`src/rtl/gray_pkg.sv`:
```
// Shared types and Gray-code helpers for the Gray count receiver.
package gray_pkg;

    // Widest Gray word the helpers handle; callers zero-extend narrower words.
    localparam int unsigned GRAY_MAX_W = 32;
    localparam int unsigned ERR_CNT_W  = 8;

    typedef enum logic [1:0] {
        FILL,
        PRIME,
        TRACK
    } fsm_t;

    // Each binary bit is the XOR of all Gray bits at or above it.
    // Zero-extended upper bits leave the result unchanged.
    function automatic logic [GRAY_MAX_W-1:0] gray2bin(input logic [GRAY_MAX_W-1:0] g);
        logic [GRAY_MAX_W-1:0] b;
        b[GRAY_MAX_W-1] = g[GRAY_MAX_W-1];
        for (int i = GRAY_MAX_W - 2; i >= 0; i--) begin
            b[i] = b[i+1] ^ g[i];
        end
        return b;
    endfunction

    function automatic logic [GRAY_MAX_W-1:0] bin2gray(input logic [GRAY_MAX_W-1:0] b);
        return b ^ (b >> 1);
    endfunction

endpackage

```
`src/rtl/gray_sync_chain.sv`:
```
// Per-bit flop chain bringing a Gray word into the CLK domain.
// Only one bit changes per source step, so per-bit synchronisation is safe.
module gray_sync_chain #(
    parameter int unsigned P_WIDTH       = 4,
    parameter int unsigned P_SYNC_STAGES = 2
) (
    input  logic               CLK,
    input  logic               RST_N,
    input  logic [P_WIDTH-1:0] D,
    output logic [P_WIDTH-1:0] Q
);

    logic [P_WIDTH-1:0] stage_q [P_SYNC_STAGES];

    // Shift the incoming word through the synchroniser stages.
    always_ff @(posedge CLK or negedge RST_N) begin
        if (!RST_N) begin
            for (int i = 0; i < P_SYNC_STAGES; i++) begin
                stage_q[i] <= '0;
            end
        end else begin
            stage_q[0] <= D;
            for (int i = 1; i < P_SYNC_STAGES; i++) begin
                stage_q[i] <= stage_q[i-1];
            end
        end
    end

    assign Q = stage_q[P_SYNC_STAGES-1];

endmodule

```
`src/rtl/gray_count_decoder.sv`:
```
// Receives a free-running Gray count, decodes it to binary, extends it to a wider
// monotonic counter and flags any sample-to-sample change other than 0 or +1.
module gray_count_decoder
    import gray_pkg::*;
#(
    parameter int unsigned P_WIDTH       = 4,
    parameter int unsigned P_EXT_WIDTH   = 16,
    parameter int unsigned P_SYNC_STAGES = 2
) (
    input  logic                   CLK,
    input  logic                   RST_N,
    input  logic [P_WIDTH-1:0]     GRAY_IN,
    input  logic                   CLEAR,
    output logic [P_WIDTH-1:0]     BIN_COUNT,
    output logic [P_EXT_WIDTH-1:0] EXT_COUNT,
    output logic                   VALID,
    output logic                   STEP_ERR,
    output logic [ERR_CNT_W-1:0]   ERR_COUNT
);

    localparam int unsigned FILL_W = $clog2(P_SYNC_STAGES + 1) + 1;
    localparam logic [P_EXT_WIDTH-1:0] LOW_MASK = P_EXT_WIDTH'({P_WIDTH{1'b1}});

    logic [P_WIDTH-1:0]     sync_q;
    logic [P_WIDTH-1:0]     bin_q;
    logic [P_WIDTH-1:0]     prev_q, prev_d;
    logic [P_WIDTH-1:0]     delta;
    logic [P_EXT_WIDTH-1:0] ext_q, ext_d;
    logic [ERR_CNT_W-1:0]   err_cnt_q, err_cnt_d;
    logic [FILL_W-1:0]      fill_q, fill_d;
    logic                   valid_q, valid_d;
    logic                   step_err_q, step_err_d;
    fsm_t                   state_q, state_d;

    gray_sync_chain #(
        .P_WIDTH       (P_WIDTH),
        .P_SYNC_STAGES (P_SYNC_STAGES)
    ) u_sync (
        .CLK   (CLK),
        .RST_N (RST_N),
        .D     (GRAY_IN),
        .Q     (sync_q)
    );

    // Decode the synchronised Gray word; keeps sampling regardless of CLEAR.
    always_ff @(posedge CLK or negedge RST_N) begin
        if (!RST_N) begin
            bin_q <= '0;
        end else begin
            bin_q <= P_WIDTH'(gray2bin(GRAY_MAX_W'(sync_q)));
        end
    end

    // Tracking FSM and counter state registers.
    always_ff @(posedge CLK or negedge RST_N) begin
        if (!RST_N) begin
            state_q    <= FILL;
            fill_q     <= '0;
            prev_q     <= '0;
            ext_q      <= '0;
            valid_q    <= 1'b0;
            step_err_q <= 1'b0;
            err_cnt_q  <= '0;
        end else begin
            state_q    <= state_d;
            fill_q     <= fill_d;
            prev_q     <= prev_d;
            ext_q      <= ext_d;
            valid_q    <= valid_d;
            step_err_q <= step_err_d;
            err_cnt_q  <= err_cnt_d;
        end
    end

    // Next-state: flush pipeline, load baseline, then follow +1 steps and flag the rest.
    always_comb begin
        state_d    = state_q;
        fill_d     = fill_q;
        prev_d     = prev_q;
        ext_d      = ext_q;
        valid_d    = valid_q;
        step_err_d = 1'b0;
        err_cnt_d  = err_cnt_q;
        delta      = bin_q - prev_q;

        if (CLEAR) begin
            state_d   = FILL;
            fill_d    = '0;
            ext_d     = '0;
            valid_d   = 1'b0;
            err_cnt_d = '0;
        end else begin
            unique case (state_q)
                FILL: begin
                    valid_d = 1'b0;
                    if (fill_q == FILL_W'(P_SYNC_STAGES)) begin
                        state_d = PRIME;
                        fill_d  = '0;
                    end else begin
                        fill_d = fill_q + FILL_W'(1);
                    end
                end
                PRIME: begin
                    ext_d   = P_EXT_WIDTH'(bin_q);
                    prev_d  = bin_q;
                    valid_d = 1'b1;
                    state_d = TRACK;
                end
                TRACK: begin
                    prev_d = bin_q;
                    if (delta == P_WIDTH'(1)) begin
                        // Includes all-ones -> 0, carrying into the upper bits.
                        ext_d = ext_q + P_EXT_WIDTH'(1);
                    end else if (delta != '0) begin
                        // Resynchronise the low bits; upper bits are not guessed at.
                        step_err_d = 1'b1;
                        ext_d      = (ext_q & ~LOW_MASK) | P_EXT_WIDTH'(bin_q);
                        if (err_cnt_q != '1) begin
                            err_cnt_d = err_cnt_q + ERR_CNT_W'(1);
                        end
                    end
                end
                default: begin
                    state_d = FILL;
                    fill_d  = '0;
                end
            endcase
        end
    end

    assign BIN_COUNT = bin_q;
    assign EXT_COUNT = ext_q;
    assign VALID     = valid_q;
    assign STEP_ERR  = step_err_q;
    assign ERR_COUNT = err_cnt_q;

endmodule

```
`config.mk`:
```
export PLATFORM = sky130hd
export DESIGN_NAME = gray_count_decoder
export DESIGN_NICKNAME = d
export VERILOG_FILES = /design/src/rtl/gray_pkg.sv /design/src/rtl/gray_sync_chain.sv /design/src/rtl/gray_count_decoder.sv
export SDC_FILE = /design/constraint.sdc
export NUM_CORES = 1
export LEC_CHECK = 0
export ABC_AREA = 1
export CAP_MARGIN = 15
export CORE_MARGIN = 5
export CORE_UTILIZATION = 46
export CTS_BUF_LIST = sky130_fd_sc_hd__clkbuf_8
export DETAILED_ROUTE_END_ITERATION = 16
export DONT_BUFFER_PORTS = 1
export HOLD_SLACK_MARGIN = 0.05
export PLACE_DENSITY = 0.63
export SLEW_MARGIN = 20
export SYNTH_ARGS = -nofsm -noshare
export SYNTH_HDL_FRONTEND = slang
export SYNTH_SLANG_ARGS = --single-unit
export TNS_END_PERCENT = 5
```
`constraint.sdc`:
```
create_clock -name CLK -period 4.5 [get_ports CLK]
set_input_delay 0.9 -clock CLK [delete_from_list [all_inputs] [get_ports CLK]]
set_output_delay 0.9 -clock CLK [all_outputs]
set_load 0.03 [all_outputs]
```
==> impl_metrics.tcl <==
set metrics [dict create \
    status "finished, final reports clean" \
    worstRegToRegCells 12 \
    startpoint "BIN_COUNT[0]" \
    synthCells 304 \
    cp_num_buf_inv 2 \
    p_total_w 0.00123 \
    cts_post_setup_buffers_inserted 0 \
    fmax_mhz 419 \
    initialDrtViolationCount 86 \
    nets 320 \
    layout_setup_ws_ns 2.11 \
    std_cell_rows 27 \
    dieArea_mm2 0.00719 \
    fin_skew_ns 0.00817 \
    cts_hold_buf 0 \
    synth_top_family_by_area "simple AND/OR/NAND/NOR gates" \
    synthToLayoutAreaGrowth_pct 5.20 \
    synth_edf_count 0 \
    min_path_type "in -> async" \
    post-route-drc-count 0 \
    fin_crit_sh 0.530 \
    firstDrtPassIters 4 \
    grtUsageTotal 0.155 \
    timing.final.hold_violations 0 \
    worstPathArrival_ns 2.58 \
    nFillCells 519 \
    grt_pass1_wl_mm 9.09 \
    clockRootBuffer "clkbuf_8" \
    setup_viol 0 \
    drive_gt1_frac 0.102 \
    wl_mm 5.12 \
    cp.depth 12 \
    synth_most_common_cell "nand2_1" \
    synth_nets 321 \
    portBuffers 0 \
    clkLatencyLatePin_ns 0.31 \
    place.gp.congestion 0.840 \
    worst_setup_path_start_kind "flop" \
    endpoint_kind "flop" \
    synth_xor_area_frac 0.0715 \
    synth_compound_area_frac 0.0725 \
    synthFlopType "dfrtp_1" \
    slew_headroom 0.529 \
    yosys.area.top_type "dfrtp_1" \
    fin_crit_ns 2.39 \
    p_leak_nw 1.25 \
    synthMuxAreaShare 0.00438 \
    critPathSlowestCell "dfrtp_1" \
    start_util 0.470 \
    synth_fa_ha_area_frac 0.0516 \
    grt_max_degree 48 \
    clock_sinks 47 \
    avgSynthCellArea_um2 8.46 \
    max_stage_delay_ns 0.52 \
    ant_nets 0 \
    cts_buffers 5 \
    vias 1940 \
    antenna_found_initial 0 \
    crit_family "simple AND/OR/NAND/NOR gates" \
    drv_cap 0 \
    synth_commonest_cells "71 x nand2_1, 47 x dfrtp_1, 33 x nor2_1" \
    cts_resized 0 \
    ir_drop_v 0.000230 \
    async_flop_share 1.00 \
    design.core.area_mm2 0.00547 \
    required_ns 4.70 \
    tns_ns 0 \
    die_w_um 84.8 \
    reg2reg_from "BIN_COUNT[0]" \
    yosys_warnings 0 \
    dpl-instance-area_mm2 0.00261 \
    wire_per_inst_um 13.6 \
    cts_tree "built" \
    design_area_mm2 0.00271 \
    place_ws_ns 2.10 \
    yosys-top-cells-area "dfrtp_1 46%, nand2_1 10%, xor2_1 6.1%" \
    synth_top_area_share 0.457 \
    tightest_slew_ns 0.705 \
    dp_hpwl_mm 3.68 \
    grt_pass1_vias 1886 \
    vias_per_cell 5.16 \
    overflow 0 \
    rsz0062_at_grt "false" \
    die_height_um 84.8 \
    pwr_density_cell_mw_per_mm2 455 \
    cts_htree_levels 2 \
    path_clk_slew_ns 0.10 \
    synth_area_mm2 0.00257 \
    crit_type "reg -> reg" \
    drv_slew 0 \
    synth_cell_types 32 \
    io_pins 37 \
    yosysSeqAreaShare 0.457 \
    whs_ns 0.269 \
    antenna_cells 0 \
    cp_common_cell "nand2_1" \
    cp_max_fo 12 \
    synth_seq_cells 47 \
    clockBufferDepth 2 \
    cp_cell_sequence "inv_1 > ha_1 > inv_1 > fa_1 > xnor2_1 > nand2_1 > nor2_4 > nand2_2 > nand2_1 > nand2_2 > nand2_1 > o21ai_1" \
    synthSimpleGateAreaFrac 0.273 \
]
cell type report:
cell class | count | area [µm²] | area share
Multi-Input combinational cell | 216 | 1220 | 0.449
Sequential cell | 47 | 1180 | 0.435
Inverter | 33 | 124 | 0.0458
Tap cell | 72 | 90.1 | 0.0333
Clock buffer | 5 | 68.8 | 0.0254
Clock inverter | 3 | 31.3 | 0.0116
worst register-to-register path, delay by kind of cell (launching register included):
kind / cells / cell delay, ns
compound gates: 1 / 0.07
flops: 1 / 0.52
xor+xnor: 1 / 0.14
fa+ha+maj: 2 / 0.51
buf+inv: 2 / 0.19
simple gates: 6 / 0.85
per-layer routing:
metal	wire length [µm]	vias to the layer above	track usage
met5	0	-	0
met4	49	0	0.0345
met3	352	5	0.0520
met2	2520	41	0.261
met1	2200	920	0.192
li1	-	974	-
final timing paths:
path	endpoint	slack, ns
max reg2reg	EXT_COUNT[13]	2.11
max	EXT_COUNT[13]	2.11
min in group CLK	u_sync.Q[1]	0.36
min	EXT_COUNT[1]	0.27
min reg2reg	u_sync.Q[1]	0.36
max in group asynchronous	EXT_COUNT[11]	4.14
cell usage in the layout, fill, tap and decap left out:
master    synthesis  final
nand3_2           3      3
nor2_1           33     33
xnor2_1           3      3
o32ai_1           1      1
nand2_4           2      2
a31oi_1           2      2
nand4_1           4      4
o41ai_1           1      1
inv_2             2      2
nor2_2            1      1
inv_8             0      2
nor2_4            1      1
xor2_1           18     18
ha_1              9      9
nor3_1            3      3
o21ai_2           5      5
dfrtp_1          47     47
inv_1            31     31
nand3_1          28     28
inv_6             0      1
mux2_2            1      1
o31ai_1           2      2
fa_1              1      1
nor3_2            3      3
a21oi_1           6      6
nand2_2           5      5
clkbuf_8          0      5
o21ai_1           2      2
o21ai_0          10     10
nand2_1          71     71
a211oi_1          1      1
flip-flops by register name (all words and copies together), names as in the netlist:
register,flops
BIN_COUNT,4
ERR_COUNT,8
EXT_COUNT,16
STEP_ERR,1
VALID,1
fill_q,3
prev_q,4
state_q,2
u_sync.Q,4
u_sync.stage_q,4
kinds of logic (layout without fill, tap and decap cells):
logic type	count (synthesis)	in the layout
flops	47	47
buf+inv	41	41
mux	1	1
simple gates	154	154
xor+xnor	21	21
compound gates	30	30
fa+ha+maj	10	10
report_power, final:
| part | internal (W) | total (W) | switching [W] |
|---|---|---|---|
| registers | 0.000481 | 0.000585 | 0.000104 |
| logic | 0.000122 | 0.000363 | 0.000241 |
| clock network | 0.000119 | 0.000283 | 0.000163 |
metrics by stage:
step	utilization	instances
final	0.495	376
after global routing	0.495	376
after CTS	0.495	376
after detailed placement	0.476	368
after global placement	0.476	368
after floorplan	-	304
Power figures use the tool's default switching activity.
